<file path="config.mk">
export PLATFORM = sky130hd
export DESIGN_NAME = vote_session_ctrl_flat
export DESIGN_NICKNAME = d
export VERILOG_FILES = /design/src/rtl/vote_session_if.sv /design/src/rtl/vote_session_ctrl.sv /design/src/flat_wrapper.sv
export SDC_FILE = /design/constraint.sdc
export NUM_CORES = 1
export LEC_CHECK = 0
export ABC_AREA = 1
export BUFFER_PORTS_ARGS = -buffer_cell sky130_fd_sc_hd__clkbuf_2
export CAP_MARGIN = 30
export CORE_ASPECT_RATIO = 1.1
export CORE_UTILIZATION = 45
export CTS_BUF_LIST = sky130_fd_sc_hd__clkbuf_8
export DETAILED_ROUTE_END_ITERATION = 7
export HOLD_SLACK_MARGIN = 0.05
export PLACE_DENSITY = 0.68
export SLEW_MARGIN = 10
export SYNTH_ARGS = -nofsm -noshare
export SYNTH_HDL_FRONTEND = slang
export SYNTH_SLANG_ARGS = --single-unit
</file>
<file path="constraint.sdc">
create_clock -name clk -period 4.1 [get_ports clk]
set_input_delay 0.205 -clock clk [delete_from_list [all_inputs] [get_ports clk]]
set_output_delay 0.205 -clock clk [all_outputs]
set_load 0.03 [all_outputs]
</file>
<file path="src/rtl/vote_session_if.sv">
// vote_session_if: booth/core signal bundle for the ballot-session controller
interface vote_session_if;
  logic       open_req_i;
  logic       close_req_i;
  logic       voter_auth_i;
  logic       btn_a_i;
  logic       btn_b_i;
  logic       btn_c_i;
  logic       valid_vote_i;
  logic       vote_a_o;
  logic       vote_b_o;
  logic       vote_c_o;
  logic       enable_o;
  logic       admin_mode_o;
  logic [2:0] state_o;
  logic       ballot_done_o;
  logic       reject_o;
  logic       timeout_o;
  logic       ack_err_o;
  logic [7:0] voters_served_o;
  modport slave (
    input  open_req_i, close_req_i, voter_auth_i, btn_a_i, btn_b_i, btn_c_i, valid_vote_i,
    output vote_a_o, vote_b_o, vote_c_o, enable_o, admin_mode_o, state_o,
           ballot_done_o, reject_o, timeout_o, ack_err_o, voters_served_o
  );
  modport master (
    output open_req_i, close_req_i, voter_auth_i, btn_a_i, btn_b_i, btn_c_i, valid_vote_i,
    input  vote_a_o, vote_b_o, vote_c_o, enable_o, admin_mode_o, state_o,
           ballot_done_o, reject_o, timeout_o, ack_err_o, voters_served_o
  );
endinterface

</file>
<file path="src/rtl/vote_session_ctrl.sv">
// vote_session_ctrl: one-vote-per-voter ballot session controller in front of the counter core
module vote_session_ctrl #(
  parameter int TIMEOUT    = 1000,
  parameter int COOLDOWN   = 16,
  parameter int ACK_WINDOW = 4
) (
  input logic          clk,
  input logic          rst,
  vote_session_if.slave bus
);
  typedef enum logic [2:0] {
    CLOSED   = 3'd0,
    READY    = 3'd1,
    ARMED    = 3'd2,
    COMMIT   = 3'd3,
    WAIT_ACK = 3'd4,
    LOCK     = 3'd5,
    RESULTS  = 3'd6
  } state_t;
  localparam int M1 = TIMEOUT > COOLDOWN ? TIMEOUT : COOLDOWN;
  localparam int CW = $clog2((M1 > ACK_WINDOW ? M1 : ACK_WINDOW) + 1);
  state_t        state_q, state_d;
  logic [CW-1:0] cnt_q, cnt_d;
  logic [2:0]    sync1_q, sync2_q, prev_q;
  logic          auth_q;
  logic [2:0]    cand_q, cand_d;
  logic          close_pend_q, close_pend_d;
  logic [2:0]    vote_q, vote_d;
  logic          done_q, done_d;
  logic          reject_q, reject_d;
  logic          timeout_q, timeout_d;
  logic          ack_err_q, ack_err_d;
  logic [7:0]    served_q, served_d;
  logic          enable_q, enable_d;
  logic          admin_q, admin_d;
  logic [2:0]    btn_edge;
  logic          single, multi, auth_edge, in_ballot;
  assign btn_edge  = sync2_q & ~prev_q;
  assign single    = $onehot(btn_edge);
  assign multi     = |btn_edge && !single;
  assign auth_edge = bus.voter_auth_i & ~auth_q;
  assign in_ballot = state_q inside {ARMED, COMMIT, WAIT_ACK, LOCK};
  // next-state, pulse and bookkeeping decode; one shared counter restarts on every state change
  always_comb begin
    state_d      = state_q;
    cand_d       = cand_q;
    done_d       = 1'b0;
    reject_d     = 1'b0;
    timeout_d    = 1'b0;
    ack_err_d    = ack_err_q;
    served_d     = served_q;
    close_pend_d = close_pend_q | (in_ballot & bus.close_req_i);
    case (state_q)
      CLOSED:   state_d = bus.open_req_i ? READY : CLOSED;
      READY:    state_d = (bus.close_req_i || close_pend_q) ? RESULTS : auth_edge ? ARMED : READY;
      ARMED: begin
        reject_d = multi;
        if (single) begin
          state_d = COMMIT;
          cand_d  = btn_edge;
        end else if (cnt_q >= CW'(TIMEOUT - 1)) begin
          state_d   = READY;
          timeout_d = 1'b1;
        end
      end
      COMMIT:   state_d = WAIT_ACK;
      WAIT_ACK: begin
        if (bus.valid_vote_i) begin
          state_d  = LOCK;
          done_d   = 1'b1;
          served_d = served_q == 8'hff ? served_q : served_q + 8'd1;
        end else if (cnt_q >= CW'(ACK_WINDOW - 1)) begin
          state_d   = READY;
          ack_err_d = 1'b1;
        end
      end
      LOCK:     state_d = cnt_q >= CW'(COOLDOWN - 1) ? READY : LOCK;
      RESULTS:  state_d = RESULTS;
      default:  state_d = CLOSED;
    endcase
    cnt_d    = state_d != state_q ? '0 : cnt_q + CW'(1);
    vote_d   = state_d == COMMIT ? cand_d : 3'b000;
    enable_d = state_d inside {ARMED, COMMIT, WAIT_ACK};
    admin_d  = state_d == RESULTS;
  end
  // state, synchronizers and registered outputs
  always_ff @(posedge clk) begin
    if (rst) begin
      state_q      <= CLOSED;
      cnt_q        <= '0;
      sync1_q      <= '0;
      sync2_q      <= '0;
      prev_q       <= '0;
      auth_q       <= 1'b0;
      cand_q       <= '0;
      close_pend_q <= 1'b0;
      vote_q       <= '0;
      done_q       <= 1'b0;
      reject_q     <= 1'b0;
      timeout_q    <= 1'b0;
      ack_err_q    <= 1'b0;
      served_q     <= '0;
      enable_q     <= 1'b0;
      admin_q      <= 1'b0;
    end else begin
      state_q      <= state_d;
      cnt_q        <= cnt_d;
      sync1_q      <= {bus.btn_a_i, bus.btn_b_i, bus.btn_c_i};
      sync2_q      <= sync1_q;
      prev_q       <= sync2_q;
      auth_q       <= bus.voter_auth_i;
      cand_q       <= cand_d;
      close_pend_q <= close_pend_d;
      vote_q       <= vote_d;
      done_q       <= done_d;
      reject_q     <= reject_d;
      timeout_q    <= timeout_d;
      ack_err_q    <= ack_err_d;
      served_q     <= served_d;
      enable_q     <= enable_d;
      admin_q      <= admin_d;
    end
  end
  assign bus.vote_a_o        = vote_q[2];
  assign bus.vote_b_o        = vote_q[1];
  assign bus.vote_c_o        = vote_q[0];
  assign bus.enable_o        = enable_q;
  assign bus.admin_mode_o    = admin_q;
  assign bus.state_o         = state_q;
  assign bus.ballot_done_o   = done_q;
  assign bus.reject_o        = reject_q;
  assign bus.timeout_o       = timeout_q;
  assign bus.ack_err_o       = ack_err_q;
  assign bus.voters_served_o = served_q;
endmodule

</file>
<file path="src/flat_wrapper.sv">
// flat-port wrapper written by rule: the top's interface ports become plain ports
module vote_session_ctrl_flat 
#(
  parameter int TIMEOUT    = 1000,
  parameter int COOLDOWN   = 16,
  parameter int ACK_WINDOW = 4
)
  (clk, rst, bus_open_req_i, bus_close_req_i, bus_voter_auth_i, bus_btn_a_i, bus_btn_b_i, bus_btn_c_i, bus_valid_vote_i, bus_vote_a_o, bus_vote_b_o, bus_vote_c_o, bus_enable_o, bus_admin_mode_o, bus_state_o, bus_ballot_done_o, bus_reject_o, bus_timeout_o, bus_ack_err_o, bus_voters_served_o);
  vote_session_if bus_i ();
  input logic clk;
  input logic rst;
  input wire logic [$bits(bus_i.open_req_i)-1:0] bus_open_req_i;
  input wire logic [$bits(bus_i.close_req_i)-1:0] bus_close_req_i;
  input wire logic [$bits(bus_i.voter_auth_i)-1:0] bus_voter_auth_i;
  input wire logic [$bits(bus_i.btn_a_i)-1:0] bus_btn_a_i;
  input wire logic [$bits(bus_i.btn_b_i)-1:0] bus_btn_b_i;
  input wire logic [$bits(bus_i.btn_c_i)-1:0] bus_btn_c_i;
  input wire logic [$bits(bus_i.valid_vote_i)-1:0] bus_valid_vote_i;
  output wire logic [$bits(bus_i.vote_a_o)-1:0] bus_vote_a_o;
  output wire logic [$bits(bus_i.vote_b_o)-1:0] bus_vote_b_o;
  output wire logic [$bits(bus_i.vote_c_o)-1:0] bus_vote_c_o;
  output wire logic [$bits(bus_i.enable_o)-1:0] bus_enable_o;
  output wire logic [$bits(bus_i.admin_mode_o)-1:0] bus_admin_mode_o;
  output wire logic [$bits(bus_i.state_o)-1:0] bus_state_o;
  output wire logic [$bits(bus_i.ballot_done_o)-1:0] bus_ballot_done_o;
  output wire logic [$bits(bus_i.reject_o)-1:0] bus_reject_o;
  output wire logic [$bits(bus_i.timeout_o)-1:0] bus_timeout_o;
  output wire logic [$bits(bus_i.ack_err_o)-1:0] bus_ack_err_o;
  output wire logic [$bits(bus_i.voters_served_o)-1:0] bus_voters_served_o;
  assign bus_i.open_req_i = bus_open_req_i;
  assign bus_i.close_req_i = bus_close_req_i;
  assign bus_i.voter_auth_i = bus_voter_auth_i;
  assign bus_i.btn_a_i = bus_btn_a_i;
  assign bus_i.btn_b_i = bus_btn_b_i;
  assign bus_i.btn_c_i = bus_btn_c_i;
  assign bus_i.valid_vote_i = bus_valid_vote_i;
  assign bus_vote_a_o = bus_i.vote_a_o;
  assign bus_vote_b_o = bus_i.vote_b_o;
  assign bus_vote_c_o = bus_i.vote_c_o;
  assign bus_enable_o = bus_i.enable_o;
  assign bus_admin_mode_o = bus_i.admin_mode_o;
  assign bus_state_o = bus_i.state_o;
  assign bus_ballot_done_o = bus_i.ballot_done_o;
  assign bus_reject_o = bus_i.reject_o;
  assign bus_timeout_o = bus_i.timeout_o;
  assign bus_ack_err_o = bus_i.ack_err_o;
  assign bus_voters_served_o = bus_i.voters_served_o;
  vote_session_ctrl #(.TIMEOUT(TIMEOUT), .COOLDOWN(COOLDOWN), .ACK_WINDOW(ACK_WINDOW)) u_core (.clk(clk), .rst(rst), .bus(bus_i));
endmodule
</file>
==> metrics.cfg <==
[flow_run]
maxCapViolations=0

[power_and_ir_drop]
power.total_uw=1280
ir_drop_mv=0.196
leakagePower_uw=0.000986
power_density_mw_per_mm2=572

[setup_path]
endpoint_kind=flop
required_ps=4330
cp_common_cell=nand2_1
path_cells=inv_1 -> nor2_1 -> fa_1 -> inv_1 -> nor2_1 -> nor2_1 -> nand2_1 -> nand2_1 -> nand3_2 -> nand2_1 -> nand2_1 -> nand2_4 -> nor2_2
reg2reg_depth=13
timing.rr.start=u_core.sync2_q[0]$_SDFF_PP0_
crit_path_max_incr_delay_ps=520
crit_path_start=u_core.sync2_q[0]$_SDFF_PP0_
ff2ff_setup_slack_ps=2200
start_kind=flop
crit_arrival_ps=2140
worstPathMaxFanout=10
cp_slowest_cell=fa_1
crit_type=flop to flop

[yosys]
avgSynthCellArea_um2=7.77
yosysWarnings=0
synth.net_count=265
synth-seq-area-share=0.448
ys_ff_latch=44
yosysUniqueCellTypes=36
syn_inst=253
syn-cell-area_mm2=0.00197

[routing]
first_pass_iters=4
drcViolationCount=0
drt_iter0_markers=141
post_drt_wl_per_cell_um=10.7
num_vias=1574
drt-total-wl_um=3580
drtAntennaViolNets=0
via_per_inst=4.70

[timing]
fin_crit_sh=0.464
rsz0062_at_grt=false
whs_ps=93.4
fmax_mhz=525
hold_viol=0
max_slew_margin=0.608
slew_viol_final=0
skew_ps=6.80
period_needed_ps=1900
setup_tns_ps=0
worstMarginPinSlew_ps=589
setup-violations-final=0

[clock_network]
cts.sinks=44
clkTransAtPathRegs_ps=80
clk_path_buf_depth=2
postCtsResizedCells=0
cts_tree=done
htreeDepth=2
cts_hold_buffers=0
postCtsSetupBuffers=0
clock_latency_ps=290
numCtsBuffers=5
cts-root-buf=clkbuf_8

[floorplan]
start_util=0.482
die_x_um=65.0
die_area_mm2=0.00464
row_count=24
io_pins=29
die_h_um=71.3
core_mm2=0.00408

[global_route]
grt_max_degree=28
antenna_found_initial=0
grt_pass1_vias=1444
gr-total-overflow=0
grt_first_pass_wirelength_um=6130
grt_usage=0.171

[place]
gp_congestion=0.820
dp_hpwl_um=2570
port_buffers=28

[final_layout]
final_cell_mix=44 x dfxtp_1, 39 x nand2_1, 38 x nor2_1
drive_gt1_frac=0.219
antenna_cells=0
finish.net_count=294
final_common_cell=dfxtp_1
syn2layout_area_growth_pct=13.8

[run_status]
status=completed

[worst_hold_path]
hp-class=primary input to flop
worstHoldStart=bus_btn_b_i
whs_path_depth=3

sequential cells by signal (all words and copies together) (netlist names), 3 cells and up:
name and cells:
u_core.bus.state_o 3, u_core.bus.voters_served_o 8, u_core.cand_q 3, u_core.cnt_q 10, u_core.prev_q 3, u_core.sync1_q 3
u_core.sync2_q 3, u_core.vote_q 3
synthesized netlist by cell type:
cell type / number / area, um^2
a21oi_1: 7 / 35.0
or2_1: 1 / 6.26
inv_1: 35 / 131
o21ai_2: 1 / 8.76
nand2_4: 1 / 11.3
o21bai_4: 1 / 18.8
nor3b_1: 2 / 15.0
buf_1: 1 / 3.75
a211oi_1: 1 / 7.51
nand2_1: 39 / 146
buf_4: 1 / 7.51
inv_2: 1 / 3.75
and3_1: 1 / 6.26
nor2_2: 16 / 100
nand3b_1: 2 / 15.0
nand2_2: 2 / 12.5
nor2_4: 1 / 11.3
fa_1: 1 / 20.0
o21bai_1: 1 / 7.51
o21ai_1: 2 / 10.0
nand4_1: 2 / 12.5
nand3_2: 3 / 30.0
ha_1: 2 / 25.0
o21a_1: 1 / 7.51
nor3_2: 1 / 10.0
xnor2_1: 3 / 26.3
nor2_1: 38 / 143
nor4_1: 1 / 6.26
nor3_1: 2 / 10.0
xor2_1: 9 / 78.8
buf_6: 2 / 22.5
clkinv_1: 1 / 3.75
o21ai_0: 11 / 55.1
nand3_1: 14 / 70.1
dfxtp_1: 44 / 881
clkbuf_1: 2 / 7.51
power by group:
part / total (uW) / internal (uW) / switching [uW] / leakage, uW
Sequential: 529 / 470 / 59.1 / 0.000357
Clock: 324 / 178 / 145 / 0.0000593
Combinational: 428 / 139 / 290 / 0.000569
Total: 1280 / 787 / 494 / 0.000986
path summary, 6_finish.rpt:
kind | end
setup / recovery | u_core.cnt_q[5]$_SDFF_PP0_
hold / removal | u_core.sync1_q[1]$_SDFF_PP0_
setup reg to reg | u_core.cnt_q[5]$_SDFF_PP0_
hold reg to reg | u_core.sync2_q[2]$_SDFF_PP0_
critical path: cells and delay by family (launching register included):
family                   cells  cell delay [ps]
buffers and inverters        2              110
flip-flops                   1              300
adder cells (fa/ha/maj)      1              520
AND/OR/NAND/NOR             10              930
final cells by class:
cell class | count | area, um^2
clock buffers | 5 | 68.8
multi-input cells | 166 | 906
fillers | 414 | 1850
inverters | 37 | 139
clock inverters | 3 | 38.8
repair buffers | 28 | 140
flip-flops and latches | 44 | 881
well taps | 52 | 65.1
cell families (layout without fill, tap and decap cells):
| group | count (synthesis) | in the layout | synth area share |
|---|---|---|---|
| AND/OR/NAND/NOR | 126 | 126 | 0.308 |
| flip-flops | 44 | 44 | 0.448 |
| buffers and inverters | 43 | 73 | 0.0916 |
| adder cells (fa/ha/maj) | 3 | 3 | 0.0229 |
| XOR/XNOR | 12 | 12 | 0.0534 |
| AO/OA/AOI/OAI | 25 | 25 | 0.0763 |
routing by layer:
metal	track usage	wire length [um]	share of wire	up-vias
li1	-	-	-	843
met1	0.200	1670	0.47	689
met2	0.282	1680	0.47	35
met3	0.0494	143	0.040	7
met4	0.0894	78	0.022	0
met5	0	0	0	-
metrics by stage:
stage          utilization  worst slack [ps]  instance area [um^2]  cells
2_1_floorplan            -              2360                  1970    253
3_3_place_gp         0.522              2260                  2130    327
3_5_place_dp         0.522              2210                  2130    327
4_1_cts              0.548              2190                  2240    335
5_1_grt              0.548              2010                  2240    335
6_report             0.548              2200                  2240    335
Power figures use the tool's default switching activity.
